[config.mk]
export PLATFORM = sky130hd
export DESIGN_NAME = reset_sequencer_flat
export DESIGN_NICKNAME = d
export VERILOG_FILES = /design/src/rtl/reset_sequencer_if.sv /design/src/rtl/reset_sequencer.sv /design/src/flat_wrapper.sv
export SDC_FILE = /design/constraint.sdc
export NUM_CORES = 1
export LEC_CHECK = 0
export BUFFER_PORTS_ARGS = -buffer_cell sky130_fd_sc_hd__buf_2
export CORE_UTILIZATION = 50
export CTS_CLUSTER_DIAMETER = 60
export DETAILED_ROUTE_END_ITERATION = 10
export PLACE_DENSITY = 0.69
export SYNTH_ARGS = -nofsm -noshare
export SYNTH_HDL_FRONTEND = slang
export SYNTH_SLANG_ARGS = --single-unit
[constraint.sdc]
create_clock -name clock -period 1.8 [get_ports clock]
set_clock_uncertainty 0.1 [all_clocks]
set_input_delay 0.54 -clock clock [delete_from_list [all_inputs] [get_ports clock]]
set_output_delay 0.54 -clock clock [all_outputs]
set_load 0.005 [all_outputs]
[src/rtl/reset_sequencer_if.sv]
// Control and status bundle of the reset sequencer: restart/clear requests in, reset outputs and status back.
interface reset_sequencer_if #(
    parameter int CHANNELS = 3
);
    logic                sw_reset;
    logic                clear_status;
    logic [CHANNELS-1:0] rst_out;
    logic                ready;
    logic                lock_lost;
    logic [7:0]          lock_loss_count;

    modport master (
        output sw_reset, clear_status,
        input  rst_out, ready, lock_lost, lock_loss_count
    );

    modport slave (
        input  sw_reset, clear_status,
        output rst_out, ready, lock_lost, lock_loss_count
    );
endinterface

[src/rtl/reset_sequencer.sv]
// Purpose: holds CHANNELS resets after PLL lock, releases them in index order; lock loss / sw_reset reasserts all.
// Latency: rst_out[0] falls SYNC_STAGES+HOLD_CYCLES edges after reset release; abort lands one edge after lock_s/sw_reset.
// Backpressure: none; outputs are registered. RESET_SEQ_LOSS_COUNT_EN builds the saturating lock-loss counter.
module reset_sequencer #(
    parameter int CHANNELS       = 3,
    parameter int HOLD_CYCLES    = 4194303,
    parameter int STAGGER_CYCLES = 16,
    parameter int SYNC_STAGES    = 2
) (
    input  logic                 clock,
    input  logic                 reset,
    input  logic                 lock,
    reset_sequencer_if.slave     bus
);
    localparam int MAX_CYC = (HOLD_CYCLES > STAGGER_CYCLES) ? HOLD_CYCLES : STAGGER_CYCLES;
    localparam int CW      = $clog2(MAX_CYC) + 1;
    localparam int IW      = (CHANNELS > 1) ? $clog2(CHANNELS) : 1;

    localparam logic [CW-1:0] HOLD_RELOAD = CW'(HOLD_CYCLES - 1);
    localparam logic [CW-1:0] STAG_RELOAD = CW'(STAGGER_CYCLES - 1);
    localparam logic [IW-1:0] LAST_IDX    = IW'(CHANNELS - 1);

    typedef enum logic [1:0] {S_HOLD, S_STAGGER, S_RUN} state_t;

    logic [SYNC_STAGES-1:0] rst_sync;
    logic [SYNC_STAGES-1:0] lock_sync;
    logic                   rst_n_int;
    logic                   lock_s;

    always_ff @(posedge clock or negedge reset) begin
        if (!reset) begin
            rst_sync  <= '0;
            lock_sync <= '0;
        end else begin
            rst_sync  <= {rst_sync[SYNC_STAGES-2:0], 1'b1};
            lock_sync <= {lock_sync[SYNC_STAGES-2:0], lock};
        end
    end

    assign rst_n_int = rst_sync[SYNC_STAGES-1];
    assign lock_s    = lock_sync[SYNC_STAGES-1];

    state_t              state;
    logic [CW-1:0]       cnt;
    logic [IW-1:0]       idx;
    logic [CHANNELS-1:0] rst_out_q;
    logic                ready_q;
    logic                lock_lost_q;
    logic                lock_abort;
    logic                abort;

    // Lock dropping inside HOLD only restarts the count; it is not a loss event.
    assign lock_abort = (state != S_HOLD) && !lock_s;
    assign abort      = (state != S_HOLD) && (!lock_s || bus.sw_reset);

    always_ff @(posedge clock or negedge rst_n_int) begin
        if (!rst_n_int) begin
            state       <= S_HOLD;
            cnt         <= HOLD_RELOAD;
            idx         <= '0;
            rst_out_q   <= '1;
            ready_q     <= 1'b0;
            lock_lost_q <= 1'b0;
        end else begin
            if (bus.clear_status)
                lock_lost_q <= 1'b0;
            if (abort) begin
                state     <= S_HOLD;
                cnt       <= HOLD_RELOAD;
                idx       <= '0;
                rst_out_q <= '1;
                ready_q   <= 1'b0;
                if (lock_abort)
                    lock_lost_q <= 1'b1;
            end else begin
                case (state)
                    S_HOLD: begin
                        if (!lock_s || bus.sw_reset) begin
                            cnt <= HOLD_RELOAD;
                        end else if (cnt == '0) begin
                            rst_out_q[0] <= 1'b0;
                            if (CHANNELS == 1) begin
                                state   <= S_RUN;
                                ready_q <= 1'b1;
                            end else begin
                                state <= S_STAGGER;
                                idx   <= IW'(1);
                                cnt   <= STAG_RELOAD;
                            end
                        end else begin
                            cnt <= cnt - CW'(1);
                        end
                    end
                    S_STAGGER: begin
                        if (cnt == '0) begin
                            rst_out_q[idx] <= 1'b0;
                            if (idx == LAST_IDX) begin
                                state   <= S_RUN;
                                ready_q <= 1'b1;
                            end else begin
                                idx <= idx + IW'(1);
                                cnt <= STAG_RELOAD;
                            end
                        end else begin
                            cnt <= cnt - CW'(1);
                        end
                    end
                    default: ;
                endcase
            end
        end
    end

    assign bus.rst_out   = rst_out_q;
    assign bus.ready     = ready_q;
    assign bus.lock_lost = lock_lost_q;

`ifdef RESET_SEQ_LOSS_COUNT_EN
    logic [7:0] loss_cnt;

    always_ff @(posedge clock or negedge rst_n_int) begin
        if (!rst_n_int)
            loss_cnt <= '0;
        else if (lock_abort && (loss_cnt != 8'hFF))
            loss_cnt <= loss_cnt + 8'd1;
    end

    assign bus.lock_loss_count = loss_cnt;
`else
    assign bus.lock_loss_count = 8'd0;
`endif
endmodule

[src/flat_wrapper.sv]
// flat-port wrapper written by rule: the top's interface ports become plain ports
module reset_sequencer_flat 
#(
    parameter int CHANNELS       = 3,
    parameter int HOLD_CYCLES    = 4194303,
    parameter int STAGGER_CYCLES = 16,
    parameter int SYNC_STAGES    = 2
)
  (clock, reset, lock, bus_sw_reset, bus_clear_status, bus_rst_out, bus_ready, bus_lock_lost, bus_lock_loss_count);
  reset_sequencer_if #(.CHANNELS(CHANNELS)) bus_i ();
  input  logic clock;
  input  logic reset;
  input  logic lock;
  input wire logic [$bits(bus_i.sw_reset)-1:0] bus_sw_reset;
  input wire logic [$bits(bus_i.clear_status)-1:0] bus_clear_status;
  output wire logic [$bits(bus_i.rst_out)-1:0] bus_rst_out;
  output wire logic [$bits(bus_i.ready)-1:0] bus_ready;
  output wire logic [$bits(bus_i.lock_lost)-1:0] bus_lock_lost;
  output wire logic [$bits(bus_i.lock_loss_count)-1:0] bus_lock_loss_count;
  assign bus_i.sw_reset = bus_sw_reset;
  assign bus_i.clear_status = bus_clear_status;
  assign bus_rst_out = bus_i.rst_out;
  assign bus_ready = bus_i.ready;
  assign bus_lock_lost = bus_i.lock_lost;
  assign bus_lock_loss_count = bus_i.lock_loss_count;
  reset_sequencer #(.CHANNELS(CHANNELS), .HOLD_CYCLES(HOLD_CYCLES), .STAGGER_CYCLES(STAGGER_CYCLES), .SYNC_STAGES(SYNC_STAGES)) u_core (.clock(clock), .reset(reset), .lock(lock), .bus(bus_i));
endmodule
==> results.toml <==
[die]
die_w_um = 68.0
rows = 23
pin_count = 18
die_h_um = 68.0
start_util_pct = 53.4
core_um2 = 4090
fp.dieArea_um2 = 4630

[logic_synthesis]
yosys.cell_count.top_type = "dfstp_2"
synth_area_leaders = "dfstp_2 (29%), dfrtp_1 (14%), nor2_1 (3.3%)"
yosys_warnings = 0
syn_avg_cell_area_um2 = 9.57
synth_commonest_cells = "dfstp_2 (24), nor2_1 (19), nand2_1 (14), dfrtp_1 (12), o21ai_0 (12)"
synth_top_area_share_pct = 28.9
ys_ff_latch = 36
async_reset_ff_share_pct = 100
yosysUniqueCellTypes = 55
synth_edf_count = 0
postSynthCellCount = 228
syn_area_um2 = 2180
synth_flop_cell = "dfstp_2"
synth_top_area_cell = "dfstp_2"
ys_seq_area_share_pct = 42.7

[setup_path]
crit_slowest_cell = "or4_4"
max_stage_delay_ns = 0.53
crit_chain = "nor4_4 -> nand2b_2 -> or4_4 -> or3_1 -> a21oi_1"
cp.depth = 5
end_kind = "flip-flop"
ff2ff_path_depth = 5
path_buf_inv = 0
crit_arrival_ns = 2.14
worst_setup_path_start_kind = "flip-flop"
cp_max_fo = 3
crit_family = "simple AND/OR/NAND/NOR gates"
cp.required_ns = 1.91
path_class = "reg -> reg"

[outcome]
status = "finished, violations left"
violations = "setup timing"

[finish]
seq_area_um2 = 931
fillers = 233
fin_nets = 322
area_delta_synth_final_pct = 51.2
multiInputGateArea_um2 = 1450
fin_area_um2 = 3300
antennaDiodeCount = 0
drive_gt1_share_pct = 57.5

[routing]
vias_per_cell = 6.48
via_count = 2354
wl_per_cell_um = 20.5
drc_errors = 0
ant_nets = 0
drtIter0Drc = 236
routed_wl_um = 7430
dr.pass1.iters = 5

[power_and_ir_drop]
ir_drop_mv = 0.382
power_density_nw_per_um2 = 466
power.total_uw = 1540
p_leak_uw = 0.00137

[sta]
fin_crit_ns = 2.02
drv_slew = 0
hold_viol = 0
rsz0062_at_grt = "yes"
finalSetupTns_ns = -3.88
worst_pin_slew_ns = 0.519
relSlewSlack_pct = 65.1
setup_viol = 30
fmax_mhz = 494
fin_ws_ns = -0.225
finalCritPeriodShare_pct = 112
timing.hold.ws_ns = 0.165

[clock_tree]
clkSinkCount = 36
clk_pin_slew_worst_paths_ns = 0.08
clockBufferDepth = 2
clock_latency_ns = 0.29
h-tree-depth = 2
cts_root_buffer = "clkbuf_8"
cts_inserted_buffers = 5
cts_tree = "yes"

[placement]
io_buffers = 9
place_area_um2 = 2780
gp_congestion = 0.972
dp_hpwl_um = 4400

[run]
cap_violations = 0

[grt]
overflow = 0
grt_pass1_wl_um = 11000
grt_pass1_vias = 2271
gr-usage-all-layers_pct = 33.2
antenna_found_initial = 0
grt_max_degree = 33

[worst_hold_path]
holdCritPathClass = "reg -> async"
-- layout by cell type, fill, tap and decap left out, types with 3 or more instances in the layout --
| cell type | instances |
|---|---|
| a211oi_2 | 4 |
| a21oi_1 | 6 |
| a221o_1 | 6 |
| a31oi_1 | 4 |
| and4_1 | 3 |
| buf_2 | 9 |
| buf_4 | 64 |
| buf_6 | 13 |
| clkbuf_8 | 6 |
| conb_1 | 9 |
| dfrtp_1 | 12 |
| dfstp_2 | 24 |
| ha_1 | 3 |
| inv_1 | 9 |
| nand2_1 | 12 |
| nand3_1 | 5 |
| nand3_4 | 4 |
| nand4_1 | 4 |
| nor2_1 | 15 |
| nor2_2 | 4 |
| nor3_1 | 6 |
| nor3_2 | 3 |
| nor3_4 | 3 |
| nor4_4 | 4 |
| o21ai_0 | 4 |
| o21ai_1 | 6 |
| o21ai_2 | 4 |
| or3_1 | 3 |
-- worst paths after layout --
kind | from | endpoint | slack, ns
setup / recovery | u_core.cnt[18] | u_core.cnt[22] | -0.22
hold / removal | u_core.rst_sync[1] | u_core.bus.ready | 0.16
setup reg to reg | u_core.cnt[18] | u_core.cnt[22] | -0.22
hold reg to reg | u_core.rst_sync[1] | u_core.bus.ready | 0.16
max in group asynchronous | reset | u_core.rst_sync[0] | 1.00
min in group clock | lock | u_core.lock_sync[0] | 0.25
-- what timing repair did --
item / 4_1_cts / 5_1_grt
gates cloned: 1 / 0
gates resized for setup: 42 / 23
setup endpoints to repair: 30 / 30
setup buffers: 11 / 6
pin swaps: 24 / 22
hold endpoints to repair: 4 / 0
hold buffers: 1 / 0
-- cell type report --
cell class,instances,share of cell area (%)
Tap cell,50,1.90
Clock inverter,1,0.228
Clock buffer,7,2.62
Multi-Input combinational cell,169,43.8
Sequential cell,36,28.2
Inverter,11,1.33
Timing Repair Buffer,89,21.9
-- flip-flops by register name, summed over array words and instances, names as in the netlist --
signal	count
u_core.state	2
u_core.bus.rst_out	3
u_core.cnt	23
u_core.lock_sync	2
u_core.bus.lock_lost	1
u_core.rst_sync	2
u_core.idx	2
u_core.bus.ready	1
-- power breakdown --
group	internal, µW	switching [µW]
logic	40.1	65.3
registers	821	4.96
clock network	311	294
-- worst reg2reg max path, stage by stage, from the launching register on --
cell and delay [ns]:
dfstp_2 0.39, nor4_4 0.34, nand2b_2 0.12, or4_4 0.53, or3_1 0.34, a21oi_1 0.14
-- kinds of logic after synthesis --
| family | Yosys count | synth area share [%] |
|---|---|---|
| compound gates | 69 | 22.9 |
| fa+ha+maj | 5 | 2.87 |
| buf+inv | 31 | 6.83 |
| flops | 36 | 42.7 |
| other cells | 2 | 0.344 |
| simple gates | 85 | 24.3 |
-- metrics by stage --
step	cells	worst slack, ns	util [%]
4_1_cts	357	-0.213	77.1
3_5_place_dp	337	-0.383	68.0
2_1_floorplan	235	-0.230	-
5_1_grt	363	-0.284	80.7
6_report	363	-0.225	80.7
3_3_place_gp	337	-0.306	68.0
-- routing by layer --
| layer | up-vias | global-route usage [%] | routed length (µm) |
|---|---|---|---|
| met3 | 29 | 6.17 | 455 |
| met5 | - | 0 | 0 |
| met2 | 137 | 56.0 | 3690 |
| met1 | 1158 | 39.7 | 3000 |
| li1 | 1030 | - | - |
| met4 | 0 | 17.4 | 288 |
No activity file was read; power rests on OpenSTA's default activity.
